$ cat src/rtl/seq_multiplier_if.sv
// Start/done handshake bundle for seq_multiplier: operands and mode in, status and product out.
interface seq_multiplier_if #(
  parameter int WIDTH = 4
);
  logic                 start;
  logic                 signed_mode;
  logic [WIDTH-1:0]     a;
  logic [WIDTH-1:0]     b;
  logic                 busy;
  logic                 done;
  logic [2*WIDTH-1:0]   product;

  modport master (
    output start, signed_mode, a, b,
    input  busy, done, product
  );

  modport slave (
    input  start, signed_mode, a, b,
    output busy, done, product
  );
endinterface

$ cat src/rtl/seq_multiplier.sv
// Shift-and-add WIDTH x WIDTH multiplier, one partial product per clock, with
// sign handled by multiplying magnitudes and negating the final sum.
module seq_multiplier #(
  parameter int WIDTH = 4
) (
  input  logic           clk,
  input  logic           rst,
  seq_multiplier_if.slave bus
);

  localparam int PW = 2 * WIDTH;
  localparam int CW = $clog2(WIDTH);

  typedef enum logic [1:0] {
    ST_IDLE = 2'd0,
    ST_CALC = 2'd1,
    ST_DONE = 2'd2
  } state_e;

  state_e           state_q,   state_d;
  logic [CW-1:0]    cnt_q,     cnt_d;
  logic [WIDTH-1:0] mcand_q,   mcand_d;
  logic [WIDTH-1:0] mplier_q,  mplier_d;
  logic [PW-1:0]    acc_q,     acc_d;
  logic             neg_q,     neg_d;
  logic [PW-1:0]    product_q, product_d;
  logic             busy_q,    busy_d;
  logic             done_q,    done_d;

  logic [PW-1:0]    addend_s;
  logic [PW-1:0]    acc_sum_s;

  // The most negative operand maps to 2**(WIDTH-1), which still fits unsigned.
  function automatic logic [WIDTH-1:0] magnitude(input logic [WIDTH-1:0] v,
                                                 input logic             sm);
    return (sm && v[WIDTH-1]) ? (~v + WIDTH'(1)) : v;
  endfunction

  // Next-state, datapath and output computation.
  always_comb begin
    state_d   = state_q;
    cnt_d     = cnt_q;
    mcand_d   = mcand_q;
    mplier_d  = mplier_q;
    acc_d     = acc_q;
    neg_d     = neg_q;
    product_d = product_q;
    busy_d    = 1'b0;
    done_d    = 1'b0;

    addend_s  = mplier_q[0] ? ({{WIDTH{1'b0}}, mcand_q} << cnt_q) : {PW{1'b0}};
    acc_sum_s = acc_q + addend_s;

    case (state_q)
      ST_IDLE, ST_DONE: begin
        if (bus.start) begin
          mcand_d  = magnitude(bus.a, bus.signed_mode);
          mplier_d = magnitude(bus.b, bus.signed_mode);
          neg_d    = bus.signed_mode & (bus.a[WIDTH-1] ^ bus.b[WIDTH-1]);
          acc_d    = {PW{1'b0}};
          cnt_d    = {CW{1'b0}};
          busy_d   = 1'b1;
          state_d  = ST_CALC;
        end else begin
          state_d  = ST_IDLE;
        end
      end
      ST_CALC: begin
        acc_d    = acc_sum_s;
        mplier_d = mplier_q >> 1;
        cnt_d    = cnt_q + CW'(1);
        if (cnt_q == CW'(WIDTH - 1)) begin
          product_d = neg_q ? (~acc_sum_s + PW'(1)) : acc_sum_s;
          done_d    = 1'b1;
          busy_d    = 1'b0;
          state_d   = ST_DONE;
        end else begin
          busy_d    = 1'b1;
          state_d   = ST_CALC;
        end
      end
      default: begin
        state_d = ST_IDLE;
      end
    endcase
  end

  // State and output registers with synchronous reset.
  always_ff @(posedge clk) begin
    if (rst) begin
      state_q   <= ST_IDLE;
      cnt_q     <= {CW{1'b0}};
      mcand_q   <= {WIDTH{1'b0}};
      mplier_q  <= {WIDTH{1'b0}};
      acc_q     <= {PW{1'b0}};
      neg_q     <= 1'b0;
      product_q <= {PW{1'b0}};
      busy_q    <= 1'b0;
      done_q    <= 1'b0;
    end else begin
      state_q   <= state_d;
      cnt_q     <= cnt_d;
      mcand_q   <= mcand_d;
      mplier_q  <= mplier_d;
      acc_q     <= acc_d;
      neg_q     <= neg_d;
      product_q <= product_d;
      busy_q    <= busy_d;
      done_q    <= done_d;
    end
  end

  assign bus.busy    = busy_q;
  assign bus.done    = done_q;
  assign bus.product = product_q;

endmodule

$ cat src/flat_wrapper.sv
// flat-port wrapper written by rule: the top's interface ports become plain ports
module seq_multiplier_flat 
#(
  parameter int WIDTH = 4
)
  (clk, rst, bus_start, bus_signed_mode, bus_a, bus_b, bus_busy, bus_done, bus_product);
  seq_multiplier_if #(.WIDTH(WIDTH)) bus_i ();
  input  logic clk;
  input  logic rst;
  input wire logic [$bits(bus_i.start)-1:0] bus_start;
  input wire logic [$bits(bus_i.signed_mode)-1:0] bus_signed_mode;
  input wire logic [$bits(bus_i.a)-1:0] bus_a;
  input wire logic [$bits(bus_i.b)-1:0] bus_b;
  output wire logic [$bits(bus_i.busy)-1:0] bus_busy;
  output wire logic [$bits(bus_i.done)-1:0] bus_done;
  output wire logic [$bits(bus_i.product)-1:0] bus_product;
  assign bus_i.start = bus_start;
  assign bus_i.signed_mode = bus_signed_mode;
  assign bus_i.a = bus_a;
  assign bus_i.b = bus_b;
  assign bus_busy = bus_i.busy;
  assign bus_done = bus_i.done;
  assign bus_product = bus_i.product;
  seq_multiplier #(.WIDTH(WIDTH)) u_core (.clk(clk), .rst(rst), .bus(bus_i));
endmodule
$ cat config.mk
export PLATFORM = sky130hd
export DESIGN_NAME = seq_multiplier_flat
export DESIGN_NICKNAME = d
export VERILOG_FILES = /design/src/rtl/seq_multiplier_if.sv /design/src/rtl/seq_multiplier.sv /design/src/flat_wrapper.sv
export SDC_FILE = /design/constraint.sdc
export NUM_CORES = 1
export LEC_CHECK = 0
export ABC_CLOCK_PERIOD_IN_PS = 7600
export BUFFER_PORTS_ARGS = -buffer_cell sky130_fd_sc_hd__buf_4
export CAP_MARGIN = 20
export CORE_MARGIN = 2
export CORE_UTILIZATION = 33
export CTS_CLUSTER_DIAMETER = 80
export DETAILED_ROUTE_END_ITERATION = 10
export SLEW_MARGIN = 25
export SYNTH_ARGS = -nofsm -noshare
export SYNTH_HDL_FRONTEND = slang
export SYNTH_SLANG_ARGS = --single-unit
$ cat constraint.sdc
create_clock -name clk -period 7.6 [get_ports clk]
set_clock_uncertainty 0.1 [all_clocks]
set_input_delay 0.38 -clock clk [delete_from_list [all_inputs] [get_ports clk]]
set_output_delay 0.38 -clock clk [all_outputs]
set_load 0.02 [all_outputs]
## After elaboration in Yosys (flattened, before gate mapping)

Index checks and enable logic that the tools add are counted.

| operators by class | value |
|---|---|
| muxes and demuxes | 17 |
| $add $sub $neg | 5 |
| bitwise operators | 6 |
| shift-type cells | 1 |
| equal/unequal tests | 4 |
| reduce and logical (&&, ||, !) cells | 9 |

Operators with widths:

| kind | count |
|---|---|
| two-way mux 8 bit | 3 |
| case mux 8 bit (2 select lines) | 1 |
| two-way mux 4 bit | 3 |
| adder 4 x 1 -> 4 bit, second input constant | 2 |
| adder 8 x 1 -> 8 bit, second input constant | 1 |
| adder 8 bit | 1 |
| inverter 4 bit | 2 |
| inverter 8 bit | 1 |
| case mux 2 bit (2 select lines) | 2 |
| case mux 4 bit (2 select lines) | 1 |
| << shifter 4 x 2 -> 8 bit | 1 |
| AND reduction 2 bit | 3 |
| == test 2 bit, second input constant | 2 |
| two-way mux 1 bit | 4 |
| two-way mux 2 bit | 2 |
| OR reduction 2 bit | 2 |
| adder 2 x 1 -> 2 bit, second input constant | 1 |
| == test 2 x 1 -> 1 bit, second input constant | 1 |
| logical AND 1 bit | 2 |
| logical NOT 2 bit | 1 |
| inequality test 2 bit, second input constant | 1 |
| case mux 1 bit (2 select lines) | 1 |
| nonzero test 2 bit | 1 |
| bitwise AND 1 bit | 1 |
| other kinds (2) | 2 |

| word-level totals | value |
|---|---|
| word-level logic and storage cells | 51 |
| register bits after elaboration | 31 |
| bits of input ports | 12 |

## Longest topological paths before layout

| logic depth | value |
|---|---|
| depth after elaboration | 6 |
| mapped depth | 11 |
| gate-level depth less buffers | 10 |

## Worst setup path before layout

OpenSTA, ideal clock, no wires.

| timing | value |
|---|---|
| kind | register to register |
| start | reg u_core.cnt_q[0] |
| end | reg u_core.product_q[7] (netlist: u_core.bus.product[7]) |
| cell stages (with the launch flop) | 12 |
| setup time | 86 ps |
| data arrival time | 2,917 ps |
| path slack | 4,497 ps |
| buffers on the path | 1 |
| cells stage by stage | dfxtp_1 clkbuf_1 mux2i_1 mux2i_1 and2_1 ha_1 a211oi_2 nor4b_1 or4_4 o41ai_2 xor2_1 a211oi_1 |

| on the way | value |
|---|---|
| cells in the longest elaborated chain, start to end | 6 |
| elaborated cells between the ends (all ways) | 8 |
| classes of those cells | add/sub: 2; eq/ne: 1; shift: 1; mux: 2; bitwise: 1; reduce/logical: 1 |

Ends and longest elaborated chain:

| item | line | RTL |
|---|---|---|
| start: declaration | seq_multiplier.sv:21 | `logic [CW-1:0] cnt_q, cnt_d;` |
| start signal: assignment | seq_multiplier.sv:92 | `cnt_q <= {CW{1'b0}};` |
| start signal: assignment | seq_multiplier.sv:102 | `cnt_q <= cnt_d;` |
| << shifter 4 x 2 -> 8 bit | seq_multiplier.sv:51 | `addend_s = mplier_q[0] ? ({{WIDTH{1'b0}}, mcand_q} << cnt_q) : {PW{1'b0}};` |
| two-way mux 8 bit | seq_multiplier.sv:51 |  |
| adder 8 bit | seq_multiplier.sv:52 | `acc_sum_s = acc_q + addend_s;` |
| inverter 8 bit | seq_multiplier.sv:73 | `product_d = neg_q ? (~acc_sum_s + PW'(1)) : acc_sum_s;` |
| adder 8 x 1 -> 8 bit | seq_multiplier.sv:73 |  |
| two-way mux 8 bit | seq_multiplier.sv:73 |  |
| end signal: assignment | seq_multiplier.sv:97 | `product_q <= {PW{1'b0}};` |
| end signal: assignment | seq_multiplier.sv:107 | `product_q <= product_d;` |
| end: declaration | seq_multiplier.sv:26 | `logic [PW-1:0] product_q, product_d;` |

Parallel ways exist; a longest one is shown, timed or not.
A chain may end at the register's enable or synchronous reset.

## Worst setup path in the final report

Ends and elaborated chain as after synthesis.

==> metrics <==
status complete, no violations; GRT Total Usage between 10% and 20%; met1 Use GR ~15%; drt drc 0; Hold Fails Final Rpt 0; Critical Path RT 7.70 ns; R2R setup slack 4.43 ns; share of the synthesized area in the top cell type 34.7%; clock sink total 30; Initial Util ~34%; max-slew violations 0; postcts setup bufs 0; IO Port Bufs 21; row cnt 26; fraction of layout cells with a size suffix above 1 16.4%; clk slew on worst S/H paths around 0.06 ns; Slew Limit Headroom 47.9%; nets@finish between 200 and 250; Root Driver clkbuf_8; Routed WL per cell 11.6 µm; setup TNS 0 ns; Post-Syn Instances 208; worst r2r src u_core.cnt_q[0]; I/O pin total 22; cells along the critical path mux2i_1, mux2i_1, and2_1, ha_1, a211oi_2, nor4b_1, or4_4, o41ai_2, xor2_1, a211oi_1; EDFF count, synth 0; Yosys Warn Count 0; gr ovfl total 0; crit path time final 3.17 ns; LEAKAGE 0.860 nW; met2 Use GR 21.2%; Vias 1,467; Distinct cells, synth 36; Power Density 173 nW/µm²; FF/Latch Area 601 µm²; syn avg cell area 8.33 µm²; most common cell after layout, fill and taps aside nor2_1; Top Usage Layer GRT met2; Synth area leaders dfxtp_1 35%, ha_1 7.9%, nor2_1 7.1%; delay-heaviest family, CP compound AO/OA/AOI/OAI gates; total die area 5850 µm²; CTS tree built; hold buffer count at cts 0; area grow syn2layout 18.4%; R2R Path End u_core.bus.product[7]; first-pass GRT wire length 6.08 mm; gpl congestion 0.814; Yosys reg bits 30; R2R cell count 10; critical path type flop to flop; total CTS buffers 5; area leader, netlist dfxtp_1; H-tree lvl count 2; Hold WS 0.268 ns; CP Launch Type flop; Primary FF master, synth dfxtp_1; mapped cell area 1730 µm²; Placeable Area around 5000 µm²; # setup viols final 0; syn_nets ~230; clk buf depth 2; sequential fraction of the synthesis area 34.7%; Max-Cap Viols 0; Hold Crit Depth 3; largest net degree at the start of global routing 31; fill cell count 556; CP Data Arrival Time approximately 3.3 ns; vias in the first global route about 1,400; FMAX 0.315 GHz; WL final 3.43 mm; overall power 354 µW; overall die height 76.5 µm; RSZ-0062 raised after global routing false; initial antenna violation count 0; footprint of the multi-input gates 1060 µm²; slew at the pin closest to its max-slew limit between 0.7 and 0.8 ns; commonest non-fill, non-tap cells in the layout 32 x nor2_1, 30 x dfxtp_1, 21 x buf_4; Skew-Pair Late Insertion Delay 0.28 ns; CP bufs+invs 0; maximum VDD drop 82.7 µV; Die X ~76 µm; DP Wirelength 2.60 mm; ANT cells 0; DRT Pass-1 Iters 4; final worst-path cycle share 41.7%; min-delay src bus_a[0]; Slowest cell on crit path or4_4; worst hold endpoint u_core.mcand_q[0]; met3 usage under 10%; post-synthesis async set-or-reset flop share 0%; Routed Antenna Nets 0; Worst path most repeated cell mux2i_1; worst-path fanout max 8; First DRT Iteration DRCs 50; crit-path max cell delay 0.55 ns; post_cts resized 0; Hold Path Class input port to flop; crit path capture type flop; average via count per standard cell 4.96
==> Yosys cell counts, types with 2 or more instances <==
| master | n |
|---|---|
| a21o_1 | 2 |
| nand2_1 | 16 |
| ha_1 | 11 |
| mux2i_1 | 9 |
| xor2_1 | 9 |
| a311oi_1 | 2 |
| clkbuf_1 | 11 |
| xnor2_1 | 2 |
| nand3_1 | 6 |
| a221oi_1 | 2 |
| inv_1 | 9 |
| and2_1 | 2 |
| a21oi_1 | 12 |
| dfxtp_1 | 30 |
| o21ai_0 | 4 |
| o31ai_1 | 3 |
| nor2_1 | 33 |
| a22oi_1 | 12 |
| a211oi_1 | 7 |
| nor2b_1 | 4 |
| and3_1 | 2 |
| nand2b_1 | 6 |
==> per-stage QoR <==
step                      setup WS [ns]  area, µm²  utilization, %  instances
after global routing               4.14       2050            40.4        296
after detailed placement           4.42       1940            38.2        288
final                              4.43       2050            40.4        296
after global placement             4.48       1940            38.2        288
after CTS                          4.40       2050            40.4        296
after floorplan                    4.50       1730               -        208
==> per-layer routing <==
| layer | vias to the layer above | part of all wire (%) |
|---|---|---|
| li1 | 772 | - |
| met2 | 24 | 46 |
| met3 | 5 | 3.5 |
| met1 | 666 | 50 |
| met4 | 0 | 1.2 |
| met5 | - | 0 |
==> registers in the layout (all words and copies together), names as in the netlist <==
register            flops
u_core.bus.product      8
u_core.bus.done         1
u_core.mplier_q         4
u_core.mcand_q          4
u_core.acc_q            8
u_core.state_q          2
u_core.cnt_q            2
u_core.neg_q            1
==> worst min-delay path, delay by kind of cell <==
kind                   cells  cell delay (ns)
and+or+nand+nor            1             0.05
AOI/OAI and AO/OA          1             0.05
buffers and inverters      1             0.12
==> logic make-up after synthesis <==
kind of cell	count (synthesis)	share of synthesized area, %
AND/OR/NAND/NOR	76	20.4
AO/OA/AOI/OAI	50	20.7
flip-flops	30	34.7
buffers and inverters	20	4.33
adder cells (fa/ha/maj)	12	9.10
XOR/XNOR	11	5.56
multiplexers	9	5.20
==> how the worst max path moves through the flow <==
| stage | startpoint | end | slack, ns | cells after the start |
|---|---|---|---|---|
| finish | u_core.cnt_q[0] | u_core.bus.product[7] | 4.43 | 10 |
| global route | u_core.cnt_q[0] | u_core.bus.product[7] | 4.14 | 10 |
| CTS | u_core.cnt_q[0] | u_core.bus.product[7] | 4.40 | 10 |
| detailed placement | u_core.cnt_q[0] | u_core.bus.product[7] | 4.42 | 10 |
| global placement | u_core.cnt_q[0] | u_core.bus.product[7] | 4.48 | 10 |
| floorplan | u_core.cnt_q[0] | u_core.bus.product[7] | 4.50 | 11 |
==> power by group <==
group | internal (mW) | switching, mW | leakage, nW
registers | 0.162 | 0.00513 | 0.243
logic | 0.0154 | 0.0221 | 0.559
clock network | 0.0913 | 0.0582 | 0.0575
total | 0.269 | 0.0855 | 0.860
==> layout make-up <==
class                   count  area share, %
well taps                  70           4.27
clock buffers               8           5.37
inverters                   9           1.65
repair buffers             21           7.68
flip-flops and latches     30           29.3
multi-input cells         158           51.8
(Power assumes the default switching activity.)
